<file path="src/rtl/seq_divider_if.sv">
// Handshake and operand/result bundle for the sequential restoring divider.
interface seq_divider_if #(
  parameter int DW = 8,
  parameter int VW = 4
);
  logic          ena;
  logic          start;
  logic [DW-1:0] dividend;
  logic [VW-1:0] divisor;
  logic          busy;
  logic          done;
  logic          div_by_zero;
  logic [DW-1:0] quotient;
  logic [VW-1:0] remainder;

  modport master (
    output ena, start, dividend, divisor,
    input  busy, done, div_by_zero, quotient, remainder
  );

  modport slave (
    input  ena, start, dividend, divisor,
    output busy, done, div_by_zero, quotient, remainder
  );
endinterface

</file>
<file path="src/rtl/seq_divider.sv">
// Restoring divider: one dividend bit per cycle, MSB first, DW cycles per result.
// Divide-by-zero short-circuits straight to DONE with an all-ones quotient.
module seq_divider #(
  parameter int DW = 8,
  parameter int VW = 4
) (
  input logic         clk,
  input logic         rst_n,
  seq_divider_if.slave bus
);
  localparam int CW = $clog2(DW + 1);

  localparam logic [1:0] IDLE = 2'd0;
  localparam logic [1:0] RUN  = 2'd1;
  localparam logic [1:0] DONE = 2'd2;

  logic [1:0]    state;
  logic [CW-1:0] count;
  logic [DW-1:0] dvd_work;
  logic [DW-1:0] quo_work;
  logic [VW-1:0] dsr_work;
  logic [VW:0]   partial;
  logic [DW-1:0] quotient_q;
  logic [VW-1:0] remainder_q;
  logic          div_by_zero_q;

  logic [VW:0]   shifted;
  logic [VW:0]   trial;
  logic          take;
  logic          last;

  // One restoring step; the extra partial bit keeps the shifted value from overflowing.
  always_comb begin
    shifted = {partial[VW-1:0], dvd_work[DW-1]};
    take    = (shifted >= {1'b0, dsr_work});
    trial   = take ? (shifted - {1'b0, dsr_work}) : shifted;
    last    = (count == CW'(DW - 1));
  end

  always_ff @(posedge clk or negedge rst_n) begin
    if (!rst_n) begin
      state         <= IDLE;
      count         <= '0;
      dvd_work      <= '0;
      quo_work      <= '0;
      dsr_work      <= '0;
      partial       <= '0;
      quotient_q    <= '0;
      remainder_q   <= '0;
      div_by_zero_q <= 1'b0;
    end else begin
      case (state)
        IDLE: begin
          if (bus.ena && bus.start) begin
            dvd_work <= bus.dividend;
            dsr_work <= bus.divisor;
            partial  <= '0;
            quo_work <= '0;
            count    <= '0;
            if (bus.divisor == '0) begin
              quotient_q    <= '1;
              remainder_q   <= '0;
              div_by_zero_q <= 1'b1;
              state         <= DONE;
            end else begin
              state <= RUN;
            end
          end
        end
        RUN: begin
          dvd_work <= dvd_work << 1;
          partial  <= trial;
          quo_work <= {quo_work[DW-2:0], take};
          if (last) begin
            quotient_q    <= {quo_work[DW-2:0], take};
            remainder_q   <= trial[VW-1:0];
            div_by_zero_q <= 1'b0;
            state         <= DONE;
          end else begin
            count <= count + CW'(1);
          end
        end
        DONE: state <= IDLE;
        default: state <= IDLE;
      endcase
    end
  end

  assign bus.busy        = (state == RUN);
  assign bus.done        = (state == DONE);
  assign bus.quotient    = quotient_q;
  assign bus.remainder   = remainder_q;
  assign bus.div_by_zero = div_by_zero_q;
endmodule
</file>
<file path="src/flat_wrapper.sv">
// flat-port wrapper written by rule: the top's interface ports become plain ports
module seq_divider_flat 
#(
  parameter int DW = 8,
  parameter int VW = 4
)
  (clk, rst_n, bus_ena, bus_start, bus_dividend, bus_divisor, bus_busy, bus_done, bus_div_by_zero, bus_quotient, bus_remainder);
  seq_divider_if #(.DW(DW), .VW(VW)) bus_i ();
  input logic clk;
  input logic rst_n;
  input wire logic [$bits(bus_i.ena)-1:0] bus_ena;
  input wire logic [$bits(bus_i.start)-1:0] bus_start;
  input wire logic [$bits(bus_i.dividend)-1:0] bus_dividend;
  input wire logic [$bits(bus_i.divisor)-1:0] bus_divisor;
  output wire logic [$bits(bus_i.busy)-1:0] bus_busy;
  output wire logic [$bits(bus_i.done)-1:0] bus_done;
  output wire logic [$bits(bus_i.div_by_zero)-1:0] bus_div_by_zero;
  output wire logic [$bits(bus_i.quotient)-1:0] bus_quotient;
  output wire logic [$bits(bus_i.remainder)-1:0] bus_remainder;
  assign bus_i.ena = bus_ena;
  assign bus_i.start = bus_start;
  assign bus_i.dividend = bus_dividend;
  assign bus_i.divisor = bus_divisor;
  assign bus_busy = bus_i.busy;
  assign bus_done = bus_i.done;
  assign bus_div_by_zero = bus_i.div_by_zero;
  assign bus_quotient = bus_i.quotient;
  assign bus_remainder = bus_i.remainder;
  seq_divider #(.DW(DW), .VW(VW)) u_core (.clk(clk), .rst_n(rst_n), .bus(bus_i));
endmodule
</file>
<file path="config.mk">
export PLATFORM = sky130hd
export DESIGN_NAME = seq_divider_flat
export DESIGN_NICKNAME = d
export VERILOG_FILES = /design/src/rtl/seq_divider_if.sv /design/src/rtl/seq_divider.sv /design/src/flat_wrapper.sv
export SDC_FILE = /design/constraint.sdc
export NUM_CORES = 1
export LEC_CHECK = 0
export ABC_AREA = 1
export CORE_UTILIZATION = 36
export CTS_BUF_LIST = sky130_fd_sc_hd__clkbuf_8 sky130_fd_sc_hd__clkbuf_16
export DETAILED_ROUTE_END_ITERATION = 6
export PLACE_DENSITY = 0.63
export REMOVE_ABC_BUFFERS = 1
export SLEW_MARGIN = 20
export SYNTH_ARGS = -nofsm -noshare
export SYNTH_HDL_FRONTEND = slang
export SYNTH_SLANG_ARGS = --single-unit
</file>
<file path="constraint.sdc">
create_clock -name clk -period 1.75 [get_ports clk]
set_input_delay 0.175 -clock clk [delete_from_list [all_inputs] [get_ports clk]]
set_output_delay 0.175 -clock clk [all_outputs]
set_load 0.02 [all_outputs]
</file>
==> flow_summary_export.csv <==
group,metric,value,unit
routing,dr.first_iter.drc_count,103,
floorplan,fp.coreArea,5470,µm²
yosys,netlist_instances,222,
floorplan,die_x,77.3,µm
setup_path,ff2ff_setup_slack,190,ps
setup_path,required,1940,ps
floorplan,start_util,37.3,%
placement,place_congestion,0.857,
clock_network,cts_tree,"yes",
yosys,netlist.area_leader.share,51.5,%
final_layout,final_common_cell,"nand2_1",
grt,antenna_found_initial,0,
pwr,cellLeakagePower,1.27,nW
final_layout,n_antenna_cell,0,
routing,routed_wl,3950,µm
yosys,yosysTopAreaCell,"dfrtp_1",
pwr,max-vdd-ir-drop,1.17,mV
clock_network,htreeDepth,2,
clock_network,clockRootBuffer,"clkbuf_8",
routing,viasPerCell,4.66,
yosys,synthDistinctLibCells,31,
routing,drc,0,
clock_network,clock_latency,290,ps
yosys,synth-edff-count,0,
timing,finalHoldViolCount,0,
grt,grt_pass1_wl,6920,µm
routing,wl_per_cell,11.9,µm
setup_path,slowest_delay,430,ps
clock_network,cts.sinks,42,
setup_path,end_kind,"register",
setup_path,path_cells,"ha_4 > a21oi_2 > nand2_1 > nand2_2 > nand2_2 > nand3_1 > nand2_1 > nand2_1 > nand2_1",
timing,fin_crit,1560,ps
timing,setup_violations,0,
floorplan,die_h,77.3,µm
setup_path,worst-path-buf-inv,0,
setup_path,critPathArrivalTime,1750,ps
timing,fin_skew,7.71,ps
yosys,avgSynthCellArea,9.19,µm²
timing,fin_tns_setup,0,ps
routing,dr.pass1.iters,4,
routing,vias,1548,
pwr,power_density,2110,nW/µm²
floorplan,dieArea,5970,µm²
setup_path,cp_slowest_cell,"dfrtp_1",
timing,slew_viol_final,0,
yosys,synth_area_leaders,"dfrtp_1 (52%), nand2_1 (9.6%), inv_1 (4.8%)",
status,status,"finished, final reports clean",
final_layout,final_cell_mix,"nand2_1 (51), dfrtp_1 (41), clkdlybuf4s50_1 (27)",
final_layout,area_growth,26.5,%
timing,fmax,0.640,GHz
clock_network,cts_buffers,5,
placement,post-dp-hpwl,2750,µm
routing,postRouteAntennaNets,0,
setup_path,startpoint_type,"register",
yosys,ys_warn_count,0,
timing,rsz0062_at_grt,"no",
flow_run,drv_cap,0,
timing,hold_ws,358,ps
setup_path,crit_type,"reg2reg",
yosys,async_flop_share,100,%
timing,finalCritPeriodShare,89.3,%
final_layout,postLayoutCoreUtil,47.1,%
clock_network,clockBufferDepth,2,
clock_network,clk_pin_slew,80,ps
grt,grt_use_total,14.9,%
setup_path,critPathMostFrequentCell,"nand2_1",
yosys,ys_seq_elements,42,
timing,worst_slew_pin_slew,426,ps
floorplan,io_pins,31,
final_layout,fin_nets,281,
final_layout,drive_gt1_share,16.5,%
grt,gr-total-overflow,0,
yosys,synth-seq-area-share,51.5,%
grt,grt_pass1_vias,1513,
setup_path,cp_top_family,"simple AND/OR/NAND/NOR gates",
setup_path,crit_fanout,6,
yosys,ys.flop_type,"dfrtp_1",
grt,grt_max_degree,27,
yosys,synth_area,2040,µm²
timing,maxSlewHeadroom,71.6,%
hold_path,holdCritPathClass,"in2async",
placement,portBuffers,30,
floorplan,rows,27,
## per-layer routing
metal | part of all wire [%] | global-route usage, %
met4 | 1.4 | 5.85
met1 | 49 | 20.3
met3 | 3.7 | 4.05
met5 | 0 | 0
met2 | 45 | 22.2
## cell families after synthesis
| logic type | count (synthesis) | synth area share [%] |
|---|---|---|
| xor+xnor | 1 | 0.430 |
| simple gates | 99 | 22.2 |
| flops | 42 | 51.5 |
| buf+inv | 38 | 8.96 |
| fa+ha+maj | 6 | 4.05 |
| compound gates | 36 | 12.8 |
## through the flow
stage | total power [mW] | instance area [µm²] | instances | setup WS, ps
finish | 5.44 | 2580 | 332 | 188
global route | 5.93 | 2580 | 332 | 16.0
CTS | 5.38 | 2550 | 331 | 47.6
detailed placement | 4.61 | 2430 | 322 | 78.3
global placement | 4.58 | 2430 | 322 | 128
floorplan | 3.65 | 1970 | 214 | 97.5
## final cells by class
class                      instances  area, µm²
clock buffer                       5       68.8
clock inverter                     3       40.0
fill                             552       2890
inverter                          30        115
multi-input combinational        142        830
sequential                        42       1050
tap                               72       90.1
timing repair buffer              38        384
## path summary, 6_finish.rpt
check	from	to	depth (start not counted)
setup / recovery	u_core.partial[1]	u_core.bus.remainder[1]	9
hold / removal	rst_n	u_core.partial[2]	2
setup reg to reg	u_core.partial[1]	u_core.bus.remainder[1]	9
hold reg to reg	u_core.bus.remainder[2]	u_core.bus.remainder[2]	2
max in group asynchronous	rst_n	u_core.dvd_work[2]	3
min in group clk	bus_divisor[3]	u_core.dsr_work[3]	3
## timing repair
action,CTS,global route
setup buffers,0,1
pin swaps,0,1
resized for setup,2,5
hold endpoints to repair,16,0
hold buffers,1,0
endpoints found under the setup margin,2,11
## Yosys cell counts, types with 3 or more instances
| library cell | n |
|---|---|
| inv_2 | 3 |
| o21ai_1 | 5 |
| nor3_1 | 7 |
| o22ai_1 | 5 |
| nor2_1 | 19 |
| a211oi_2 | 3 |
| buf_2 | 3 |
| nand2_1 | 52 |
| buf_6 | 4 |
| a21oi_1 | 4 |
| dfrtp_1 | 42 |
| o21ai_2 | 9 |
| nand4_1 | 4 |
| o21ai_0 | 3 |
| ha_1 | 5 |
| inv_1 | 26 |
| a211oi_1 | 4 |
| nand3_1 | 11 |
## registers in the layout, indices dropped and copies added, names as in the netlist
| signal | flops |
|---|---|
| u_core.dsr_work | 4 |
| u_core.bus.remainder | 4 |
| u_core.dvd_work | 8 |
| u_core.bus.quotient | 8 |
| u_core.count | 4 |
| u_core.quo_work | 7 |
| u_core.partial | 4 |
| u_core.state | 2 |
| u_core.bus.div_by_zero | 1 |
## where the power goes
part / internal [mW] / switching (mW)
Combinational: 1.22 / 1.75
Clock: 0.420 / 0.331
Sequential: 1.43 / 0.276
Total: 3.08 / 2.36
Power figures use the tool's default switching activity.
